==> config.mk <==
export PLATFORM = sky130hd
export DESIGN_NAME = ibex_trace_buffer_flat
export DESIGN_NICKNAME = d
export VERILOG_FILES = /design/src/rtl/ibex_trace_buffer_if.sv /design/src/rtl/ibex_trace_buffer.sv /design/src/flat_wrapper.sv
export SDC_FILE = /design/constraint.sdc
export NUM_CORES = 1
export LEC_CHECK = 0
export ABC_AREA = 1
export BUFFER_PORTS_ARGS = -buffer_cell sky130_fd_sc_hd__buf_4
export CORE_MARGIN = 4
export CORE_UTILIZATION = 45
export DETAILED_ROUTE_END_ITERATION = 6
export PLACE_DENSITY_LB_ADDON = 0.05
export SLEW_MARGIN = 20
export SYNTH_ARGS = -nofsm -noshare
export SYNTH_HDL_FRONTEND = slang
export SYNTH_SLANG_ARGS = --single-unit
==> constraint.sdc <==
create_clock -name clk_i -period 8.98 [get_ports clk_i]
set_input_delay 0.449 -clock clk_i [delete_from_list [all_inputs] [get_ports clk_i]]
set_output_delay 0.449 -clock clk_i [all_outputs]
set_load 0.01 [all_outputs]
==> src/rtl/ibex_trace_buffer_if.sv <==
// Retire-strobe and record read-port bundle for ibex_trace_buffer.
// The buffer sits on the slave side; the traced core plus the host form the master.
interface ibex_trace_buffer_if;
    logic        rvfi_valid;
    logic [31:0] rvfi_pc_rdata;
    logic [31:0] rvfi_insn;
    logic [4:0]  rvfi_rd_addr;
    logic [31:0] rvfi_rd_wdata;
    logic        rvfi_trap;
    logic        rvfi_intr;

    logic        rd_valid;
    logic        rd_ready;
    logic [31:0] rd_pc;
    logic [31:0] rd_insn;
    logic [31:0] rd_rd_wdata;
    logic [4:0]  rd_rd_addr;
    logic        rd_trap;
    logic        rd_intr;

    modport master (
        output rvfi_valid, rvfi_pc_rdata, rvfi_insn, rvfi_rd_addr, rvfi_rd_wdata,
               rvfi_trap, rvfi_intr, rd_ready,
        input  rd_valid, rd_pc, rd_insn, rd_rd_wdata, rd_rd_addr, rd_trap, rd_intr
    );

    modport slave (
        input  rvfi_valid, rvfi_pc_rdata, rvfi_insn, rvfi_rd_addr, rvfi_rd_wdata,
               rvfi_trap, rvfi_intr, rd_ready,
        output rd_valid, rd_pc, rd_insn, rd_rd_wdata, rd_rd_addr, rd_trap, rd_intr
    );
endinterface

==> src/rtl/ibex_trace_buffer.sv <==
// Retire-trace capture buffer: stores RVFI retire records with FIFO, circular or
// PC-triggered capture, and offers them on a valid/ready read port.
//
// state   | meaning
// IDLE    | capture off, buffer retained and readable
// CAPTURE | recording every retire, watching for the trigger PC in mode 2
// POST    | trigger seen, recording the post-trigger window
// FROZEN  | window done, capture stopped until disable or clear
module ibex_trace_buffer #(
    parameter int unsigned Depth        = 16,
    parameter int unsigned DropCntWidth = 16
) (
    input  logic                      clk_i,
    input  logic                      rst_i,
    input  logic                      enable_i,
    input  logic                      clear_i,
    input  logic [1:0]                mode_i,
    input  logic [31:0]               trig_pc_i,
    input  logic [$clog2(Depth):0]    post_trig_i,
    ibex_trace_buffer_if.slave        tr,
    output logic [$clog2(Depth):0]    count_o,
    output logic [DropCntWidth-1:0]   drop_cnt_o,
    output logic                      triggered_o,
    output logic                      frozen_o
);
    localparam int unsigned PW = $clog2(Depth);
    localparam int unsigned CW = PW + 1;
    localparam logic [CW-1:0] DepthC = CW'(Depth);

    typedef enum logic [1:0] {IDLE, CAPTURE, POST, FROZEN} state_e;

    state_e                  state_q, state_d;
    logic [1:0]              mode_q, mode_d;
    logic [PW-1:0]           wr_ptr_q, wr_ptr_d, rd_ptr_q, rd_ptr_d;
    logic [CW-1:0]           count_q, count_d, post_q, post_d;
    logic [DropCntWidth-1:0] drop_q, drop_d, drop_inc;
    logic                    trig_q, trig_d;
    logic [102:0]            mem_q [Depth];
    logic [102:0]            rec_in, rd_rec;
    logic                    mem_we, push, pop, full, overwrite, trig_hit, rd_valid;

    assign rec_in    = {tr.rvfi_pc_rdata, tr.rvfi_insn, tr.rvfi_rd_addr,
                        tr.rvfi_rd_wdata, tr.rvfi_trap, tr.rvfi_intr};
    assign rd_valid  = (count_q != '0);
    assign push      = tr.rvfi_valid && (state_q == CAPTURE || state_q == POST);
    assign pop       = rd_valid && tr.rd_ready;
    assign full      = (count_q == DepthC);
    assign overwrite = (mode_q == 2'd1) || (mode_q == 2'd2);
    assign trig_hit  = push && (state_q == CAPTURE) && (mode_q == 2'd2)
                       && (tr.rvfi_pc_rdata == trig_pc_i);
    assign drop_inc  = (drop_q == {DropCntWidth{1'b1}}) ? drop_q : drop_q + DropCntWidth'(1);

    always_comb begin
        state_d  = state_q;
        mode_d   = mode_q;
        wr_ptr_d = wr_ptr_q;
        rd_ptr_d = rd_ptr_q;
        count_d  = count_q;
        post_d   = post_q;
        drop_d   = drop_q;
        trig_d   = trig_q;
        mem_we   = 1'b0;
        if (clear_i) begin
            wr_ptr_d = '0;
            rd_ptr_d = '0;
            count_d  = '0;
            post_d   = '0;
            drop_d   = '0;
            trig_d   = 1'b0;
            if (enable_i && state_q == IDLE) mode_d = mode_i;
            state_d  = enable_i ? CAPTURE : IDLE;
        end else begin
            // Push with pop never overwrites: the pop frees the slot being written.
            if (push && pop) begin
                mem_we   = 1'b1;
                wr_ptr_d = wr_ptr_q + PW'(1);
                rd_ptr_d = rd_ptr_q + PW'(1);
            end else if (push) begin
                if (!full) begin
                    mem_we   = 1'b1;
                    wr_ptr_d = wr_ptr_q + PW'(1);
                    count_d  = count_q + CW'(1);
                end else if (overwrite) begin
                    mem_we   = 1'b1;
                    wr_ptr_d = wr_ptr_q + PW'(1);
                    rd_ptr_d = rd_ptr_q + PW'(1);
                    drop_d   = drop_inc;
                end else begin
                    drop_d   = drop_inc;
                end
            end else if (pop) begin
                rd_ptr_d = rd_ptr_q + PW'(1);
                count_d  = count_q - CW'(1);
            end

            case (state_q)
                IDLE: begin
                    if (enable_i) begin
                        state_d = CAPTURE;
                        mode_d  = mode_i;
                        trig_d  = 1'b0;
                        post_d  = '0;
                    end
                end
                CAPTURE: begin
                    if (trig_hit) begin
                        trig_d = 1'b1;
                        if (post_trig_i != '0) begin
                            state_d = POST;
                            post_d  = post_trig_i;
                        end else begin
                            state_d = FROZEN;
                        end
                    end
                end
                POST: begin
                    if (push) begin
                        post_d = post_q - CW'(1);
                        if (post_q == CW'(1)) state_d = FROZEN;
                    end
                end
                default: ;
            endcase
            if (!enable_i) state_d = IDLE;
        end
    end

    always_ff @(posedge clk_i) begin
        if (rst_i) begin
            state_q  <= IDLE;
            mode_q   <= 2'd0;
            wr_ptr_q <= '0;
            rd_ptr_q <= '0;
            count_q  <= '0;
            post_q   <= '0;
            drop_q   <= '0;
            trig_q   <= 1'b0;
        end else begin
            state_q  <= state_d;
            mode_q   <= mode_d;
            wr_ptr_q <= wr_ptr_d;
            rd_ptr_q <= rd_ptr_d;
            count_q  <= count_d;
            post_q   <= post_d;
            drop_q   <= drop_d;
            trig_q   <= trig_d;
        end
    end

    // Record storage needs no reset: the read port masks it while empty.
    always_ff @(posedge clk_i) begin
        if (mem_we && !rst_i) mem_q[wr_ptr_q] <= rec_in;
    end

    assign rd_rec         = rd_valid ? mem_q[rd_ptr_q] : '0;
    assign tr.rd_valid    = rd_valid;
    assign tr.rd_pc       = rd_rec[102:71];
    assign tr.rd_insn     = rd_rec[70:39];
    assign tr.rd_rd_addr  = rd_rec[38:34];
    assign tr.rd_rd_wdata = rd_rec[33:2];
    assign tr.rd_trap     = rd_rec[1];
    assign tr.rd_intr     = rd_rec[0];

    assign count_o     = count_q;
    assign drop_cnt_o  = drop_q;
    assign triggered_o = trig_q;
    assign frozen_o    = (state_q == FROZEN);
endmodule
==> src/flat_wrapper.sv <==
// flat-port wrapper written by rule: the top's interface ports become plain ports
module ibex_trace_buffer_flat 
#(
    parameter int unsigned Depth        = 16,
    parameter int unsigned DropCntWidth = 16
)
  (clk_i, rst_i, enable_i, clear_i, mode_i, trig_pc_i, post_trig_i, count_o, drop_cnt_o, triggered_o, frozen_o, tr_rvfi_valid, tr_rvfi_pc_rdata, tr_rvfi_insn, tr_rvfi_rd_addr, tr_rvfi_rd_wdata, tr_rvfi_trap, tr_rvfi_intr, tr_rd_ready, tr_rd_valid, tr_rd_pc, tr_rd_insn, tr_rd_rd_wdata, tr_rd_rd_addr, tr_rd_trap, tr_rd_intr);
  ibex_trace_buffer_if tr_i ();
  input  logic clk_i;
  input  logic rst_i;
  input  logic enable_i;
  input  logic clear_i;
  input  logic [1:0] mode_i;
  input  logic [31:0] trig_pc_i;
  input  logic [$clog2(Depth):0] post_trig_i;
  output logic [$clog2(Depth):0] count_o;
  output logic [DropCntWidth-1:0] drop_cnt_o;
  output logic triggered_o;
  output logic frozen_o;
  input wire logic [$bits(tr_i.rvfi_valid)-1:0] tr_rvfi_valid;
  input wire logic [$bits(tr_i.rvfi_pc_rdata)-1:0] tr_rvfi_pc_rdata;
  input wire logic [$bits(tr_i.rvfi_insn)-1:0] tr_rvfi_insn;
  input wire logic [$bits(tr_i.rvfi_rd_addr)-1:0] tr_rvfi_rd_addr;
  input wire logic [$bits(tr_i.rvfi_rd_wdata)-1:0] tr_rvfi_rd_wdata;
  input wire logic [$bits(tr_i.rvfi_trap)-1:0] tr_rvfi_trap;
  input wire logic [$bits(tr_i.rvfi_intr)-1:0] tr_rvfi_intr;
  input wire logic [$bits(tr_i.rd_ready)-1:0] tr_rd_ready;
  output wire logic [$bits(tr_i.rd_valid)-1:0] tr_rd_valid;
  output wire logic [$bits(tr_i.rd_pc)-1:0] tr_rd_pc;
  output wire logic [$bits(tr_i.rd_insn)-1:0] tr_rd_insn;
  output wire logic [$bits(tr_i.rd_rd_wdata)-1:0] tr_rd_rd_wdata;
  output wire logic [$bits(tr_i.rd_rd_addr)-1:0] tr_rd_rd_addr;
  output wire logic [$bits(tr_i.rd_trap)-1:0] tr_rd_trap;
  output wire logic [$bits(tr_i.rd_intr)-1:0] tr_rd_intr;
  assign tr_i.rvfi_valid = tr_rvfi_valid;
  assign tr_i.rvfi_pc_rdata = tr_rvfi_pc_rdata;
  assign tr_i.rvfi_insn = tr_rvfi_insn;
  assign tr_i.rvfi_rd_addr = tr_rvfi_rd_addr;
  assign tr_i.rvfi_rd_wdata = tr_rvfi_rd_wdata;
  assign tr_i.rvfi_trap = tr_rvfi_trap;
  assign tr_i.rvfi_intr = tr_rvfi_intr;
  assign tr_i.rd_ready = tr_rd_ready;
  assign tr_rd_valid = tr_i.rd_valid;
  assign tr_rd_pc = tr_i.rd_pc;
  assign tr_rd_insn = tr_i.rd_insn;
  assign tr_rd_rd_wdata = tr_i.rd_rd_wdata;
  assign tr_rd_rd_addr = tr_i.rd_rd_addr;
  assign tr_rd_trap = tr_i.rd_trap;
  assign tr_rd_intr = tr_i.rd_intr;
  ibex_trace_buffer #(.Depth(Depth), .DropCntWidth(DropCntWidth)) u_core (.clk_i(clk_i), .rst_i(rst_i), .enable_i(enable_i), .clear_i(clear_i), .mode_i(mode_i), .trig_pc_i(trig_pc_i), .post_trig_i(post_trig_i), .tr(tr_i), .count_o(count_o), .drop_cnt_o(drop_cnt_o), .triggered_o(triggered_o), .frozen_o(frozen_o));
endmodule
==> impl_metrics.ini, run 1 <==
[run_status]
outcome = finished, final reports clean

[worst_hold_path]
hold_end = u_core.post_q[1]$_SDFFE_PP0P_
min_path_type = in -> reg
holdPathStages = 5
hold_start = post_trig_i[1]

[final_layout]
nNetsFinal = 5232
layout-drive-gt1-share = 0.116
syn_to_final_growth_pct = 15.0
stdcell_area_um2 = 76400

[logic_synthesis]
ys_types = 37
yosys_warnings = 0
synth_edf_count = 1648
syn_inst = 4795
synth_area_per_cell_um2 = 13.8
async_flop_share = 0
yosys.cell_count.top_type = edfxtp_1
netlist_top_cells_count = 1648 x edfxtp_1, 903 x nor2_1, 778 x o21ai_0
syn-num-nets = 4960
yosysTopAreaCell = edfxtp_1
synth-seq-cells = 1691
synth_area_leaders = edfxtp_1 75%, o21ai_0 5.9%, nor2_1 5.1%, o221ai_1 4.1%, clkbuf_1 1.3%
synth_top_area_share = 0.746
synth_area_um2 = 66400
yosysSeqAreaShare = 0.759
synth_ff_type = edfxtp_1

[floorplanning]
std_cell_rows = 140
die_w_um = 392
die_h_um = 392
core_um2 = 146000
start_util = 0.454
dieArea_um2 = 154000
io_pins = 275

[cts]
clk_path_buf_depth = 3
clkLatencyLatePin_ns = 0.81
path_clk_slew_ns = 0.05
post_cts_buffers = 0
tritoncts = built
numCtsBuffers = 178
cts_max_level = 4
postCtsResizedCells = 0
cts_sinks = 1691
cts_root_buffer = clkbuf_16

[setup_path]
cp.required_ns = 8.53
crit_arrival_ns = 4.63
slowest_stage = buf_4
reg2reg_setup_slack_ns = 4.54
worst_setup_path_end_kind = primary output
criticalPathCategory = reg -> out
critPathMaxFanout = 238
start_kind = flop
r2r-start = u_core.state_q[0]$_SDFFE_PP0P_
cpMostUsedCell = buf_4
reg2regPathDepth = 10
worstPathCellList = inv_16 > buf_4 > o21ai_0 > o221ai_1 > nand3_1 > a21oi_1 > buf_4
r2r_end = u_core.mem_q[13][45]$_DFFE_PP_
critPathMaxStageDelay_ns = 0.94

[routing]
routed_wl_mm = 183
via_per_inst = 5.84
drtIter0Drc = 3402
via_count = 41600
drtAntennaViolNets = 0
drt-pass1-iter-count = 6
routedWlPerCell_um = 25.7
drc = 0

[power]
powerDensity_nw_per_um2 = 221
irDropWorstVdd_mv = 0.140
cellLeakagePower_nw = 24.3

[placement]
placed_area_um2 = 69900
portBuffers = 274
place_congestion = 0.762
hpwl_mm = 87.9

[sta]
period_needed_ns = 5.08
drv_slew = 0
slew_headroom = 0.199
rsz0062_at_grt = no
fin_crit_sh = 0.565
hold_violations = 0
setup_viol = 0
max_clock_freq_mhz = 197
whs_ns = 0.0939
setup_tns_ns = 0
clock_skew_ns = 0.0241
worst_pin_slew_ns = 1.20

[global_route]
grt-ovfl-total = 0
grt_pass1_vias = 41300
track_usage = 0.235
antenna_found_initial = 6
grt_max_degree = 239
grt_pass1_wl_mm = 270

[job]
drv_cap = 0
kinds of logic (layout without fill, tap and decap cells):
group,after synthesis,count (layout),synth area share
simple gates,1124,1124,0.0666
other cells,0,5,0
xor+xnor,34,34,0.00449
buf+inv,414,825,0.0292
fa+ha+maj,17,17,0.00332
compound gates,1515,1515,0.138
flops,1691,1691,0.759
critical path, delay by kind of cell (launching register included):
| kind | cells | cell delay [ns] |
|---|---|---|
| DFF | 1 | 0.53 |
| and+or+nand+nor | 1 | 0.09 |
| AOI/OAI and AO/OA | 3 | 1.02 |
| buffers and inverters | 3 | 1.83 |
what timing repair did:
item	in CTS	in global routing
endpoints found under the setup margin	0	0
hold endpoints to repair	1652	0
hold buffers	108	0
per-layer routing:
layer	GRT usage	routed length, um	vias up
met1	0.327	80500	21300
met3	0.0353	9600	250
met4	0.0684	4290	2
met5	0	13	-
li1	-	-	18900
met2	0.388	88700	1172
report_power, final:
part	internal, W	switching, W	leakage, nW
Combinational	0.000425	0.000898	6.55
Clock	0.00389	0.00297	2.63
Sequential	0.00867	0.0000154	15.2
Total	0.0130	0.00388	24.3
flip-flops by register name (all words and copies together), names as in the netlist, named ones only:
register and count:
u_core.mem_q 1648, u_core.drop_cnt_o 16, u_core.count_o 5, u_core.post_q 5, u_core.rd_ptr_q 4, u_core.wr_ptr_q 4, u_core.mode_q 2, u_core.state_q 2
u_core.triggered_o 1
through the flow:
step | power [W] | utilization | worst slack [ns] | instances
2_1_floorplan | 0.00952 | - | 2.59 | 4795
6_report | 0.0169 | 0.523 | 3.90 | 7128
4_1_cts | 0.0170 | 0.522 | 3.88 | 7122
3_5_place_dp | 0.0102 | 0.478 | 4.48 | 6695
3_3_place_gp | 0.0101 | 0.478 | 4.51 | 6695
5_1_grt | 0.0175 | 0.523 | 3.63 | 7125
how the worst max path moves through the flow:
stage	slack, ns	endpoint	cells after the start
after floorplan	2.59	u_core.mem_q[0][0]$_DFFE_PP_	8
after global placement	4.51	u_core.mem_q[12][45]$_DFFE_PP_	10
after detailed placement	4.48	u_core.mem_q[12][45]$_DFFE_PP_	10
after CTS	3.88	tr_rd_insn[7]	7
after global routing	3.63	tr_rd_insn[7]	7
final	3.90	tr_rd_insn[8]	7
final cells by class:
class | instances | area (um2)
well taps | 1917 | 2400
clock inverters | 93 | 671
multi-input cells | 2690 | 14200
flip-flops and latches | 1691 | 50400
diodes | 5 | 12.5
fillers | 12400 | 69700
clock buffers | 226 | 4700
inverters | 56 | 244
repair buffers | 450 | 3750
cells in the final DEF, fill, tap and decap left out, types with 8 or more instances in the layout:
| master | n |
|---|---|
| o22ai_1 | 105 |
| nand2_1 | 77 |
| xor2_1 | 16 |
| dlygate4sd3_1 | 108 |
| clkinv_2 | 32 |
| o211ai_1 | 104 |
| xnor2_1 | 18 |
| inv_1 | 51 |
| nor3_1 | 10 |
| clkbuf_16 | 181 |
| clkbuf_1 | 45 |
| clkinv_1 | 40 |
| nor2_1 | 886 |
| edfxtp_1 | 1648 |
| o21ai_0 | 778 |
| nand3_1 | 120 |
| o221ai_1 | 308 |
| a21oi_1 | 137 |
| buf_12 | 8 |
| inv_6 | 10 |
| o21ai_1 | 77 |
| dfxtp_1 | 39 |
| nor2_4 | 17 |
| ha_1 | 16 |
| buf_4 | 333 |
(Power assumes the default switching activity.)
==> run 2, diff against run 1 <==
Settings changed: ABC_AREA 1 to 0.
Clock period 8.98 ns to 4.16 ns, I/O delays scaled along.
==> run 2 against run 1 <==
Compared with the run above: die area is 2.1% lower; sequential cell count stayed put; clock skew is 0.0052 ns lower; critical path depth is 1 lower; power is 110% higher; clock-buffer cell count stayed put; sequential power is 120% higher; synthesized cell count is 43% lower; cell count is 26% lower; design area is 1.2% higher; global-route usage is 2.5 points lower.
==> impl_metrics.ini, run 2 <==
[run_status]
outcome = finished, final reports clean

[routing]
routedWlPerCell_um = 29.6
routed_wl_mm = 157
via_per_inst = 5.76
drc = 0
via_count = 30500
drt-pass1-iter-count = 5
drtAntennaViolNets = 0
drtIter0Drc = 2593

[setup_path]
start_kind = flop
critPathMaxFanout = 26
worstPathCellList = buf_12 > buf_12 > mux4_2 > mux4_2 > and2_1 > buf_4
criticalPathCategory = reg -> out
cp.required_ns = 3.95
worst_setup_path_end_kind = primary output
slowest_stage = dfxtp_4
critPathMaxStageDelay_ns = 0.64
crit_arrival_ns = 3.42

[sta]
period_needed_ns = 3.63
setup_viol = 0
whs_ns = 0.143
hold_violations = 0
fin_crit_sh = 0.872
rsz0062_at_grt = no
setup_ws_ns = 0.532
max_clock_freq_mhz = 276
drv_slew = 0
slew_headroom = 0.354
clock_skew_ns = 0.0190
worst_pin_slew_ns = 0.970

[logic_synthesis]
yosys.cell_count.top_type = edfxtp_1
synth-seq-cells = 1691
synth_area_per_cell_um2 = 24.0
synth_top_area_share = 0.762
synth_ff_type = edfxtp_1
syn_inst = 2710
synth_area_leaders = edfxtp_1 76%, mux4_2 18%, dfxtp_1 1.3%, and2_1 1.0%, xor2_1 0.50%
synth_edf_count = 1648
yosysTopAreaCell = edfxtp_1
netlist_top_cells_count = 1648 x edfxtp_1, 515 x mux4_2, 104 x and2_1
syn-num-nets = 2875
yosys_warnings = 0
synth_area_um2 = 65000
yosysSeqAreaShare = 0.775
async_flop_share = 0
ys_types = 46

[final_layout]
largest_reg_flops = 1648
fill_cells = 11000
layout_common_cells = 1648 x edfxtp_1, 515 x mux4_2, 312 x buf_4, 180 x clkbuf_16, 118 x dlygate4sd3_1
register_area_um2 = 50400
final_util = 0.539
nNetsFinal = 3411
largest_register = u_core.mem_q
multi_input_area_um2 = 14200
final_common_cell = edfxtp_1
layout-drive-gt1-share = 0.347
syn_to_final_growth_pct = 19.0

[floorplanning]
std_cell_rows = 139
core_um2 = 143000
die_h_um = 388
io_pins = 275
dieArea_um2 = 150000
die_w_um = 388
start_util = 0.453

[global_route]
grt_pass1_vias = 32500
antenna_found_initial = 11
grt_max_degree = 87
track_usage = 0.210
grt-ovfl-total = 0
grt_pass1_wl_mm = 229

[placement]
dp_slack_ns = 1.05
portBuffers = 274
hpwl_mm = 84.2
place_congestion = 0.752

[power]
cellLeakagePower_nw = 24.0
irDropWorstVdd_mv = 0.369
powerDensity_nw_per_um2 = 461

[cts]
cts_sinks = 1691
clkLatencyLatePin_ns = 0.78
cts_max_level = 4
numCtsBuffers = 175
path_clk_slew_ns = 0.06
postCtsResizedCells = 0
clk_path_buf_depth = 3
cts_root_buffer = clkbuf_16
tritoncts = built

[worst_hold_path]
min_path_type = in -> reg

[job]
drv_cap = 0
==> run 2: worst paths after layout <==
kind	from	end	slack, ns	cells after the start
setup / recovery	flop	tr_rd_pc[31]	0.53	6
hold / removal	trig_pc_i[19]	u_core.triggered_o$_SDFFE_PP0P_	0.14	7
setup reg to reg	u_core.state_q[1]$_SDFFE_PP0P_	u_core.mem_q[6][63]$_DFFE_PP_	1.07	8
hold reg to reg	u_core.post_q[1]$_SDFFE_PP0P_	u_core.post_q[1]$_SDFFE_PP0P_	0.51	2
==> run 2: logic make-up after synthesis <==
| logic type | after synthesis | share of synthesized area |
|---|---|---|
| flops | 1691 | 0.775 |
| buf+inv | 146 | 0.00959 |
| fa+ha+maj | 17 | 0.00339 |
| simple gates | 241 | 0.0206 |
| xor+xnor | 60 | 0.00809 |
| compound gates | 30 | 0.00301 |
| mux | 525 | 0.180 |
==> run 2: cell type report <==
| cell class | count | area share |
|---|---|---|
| repair buffers | 494 | 0.0622 |
| clock buffers | 226 | 0.0610 |
| clock inverters | 95 | 0.0101 |
| multi-input cells | 873 | 0.183 |
| inverters | 11 | 0.000534 |
| diodes | 6 | 0.000194 |
| well taps | 1903 | 0.0308 |
| flip-flops and latches | 1691 | 0.652 |
==> run 2: through the flow <==
step,setup TNS (ns),cell area [um2],power [W],cells
2_1_floorplan,-557.88,65100,0.0200,2710
3_3_place_gp,0,70600,0.0209,4854
3_5_place_dp,0,70600,0.0210,4854
4_1_cts,0,77300,0.0360,5293
5_1_grt,0,77300,0.0369,5293
6_report,0,77300,0.0356,5299
==> run 2: metal layers <==
metal / up-vias / track usage / wire (um)
li1: 12700 / - / -
met1: 16700 / 0.307 / 68600
met2: 920 / 0.337 / 76900
met3: 173 / 0.0390 / 9170
met4: 8 / 0.0433 / 2180
met5: - / 0.000638 / 44
==> run 2: repair_timing <==
| item | in CTS | in global routing |
|---|---|---|
| setup buffers | 0 | 0 |
| hold buffers | 118 | 0 |
| endpoints found under the hold margin | 1676 | 0 |
==> run 2: critical path, delay by kind of cell (launching register included) <==
kind	cells	cell delay (ns)
buffers and inverters	3	0.72
DFF	1	0.64
muxes	2	1.00
and+or+nand+nor	1	0.23
==> run 2: power breakdown <==
group / switching, W / internal (W)
logic: 0.00104 / 0.000905
clock network: 0.00636 / 0.00857
registers: 0.0000225 / 0.0187
total: 0.00742 / 0.0282
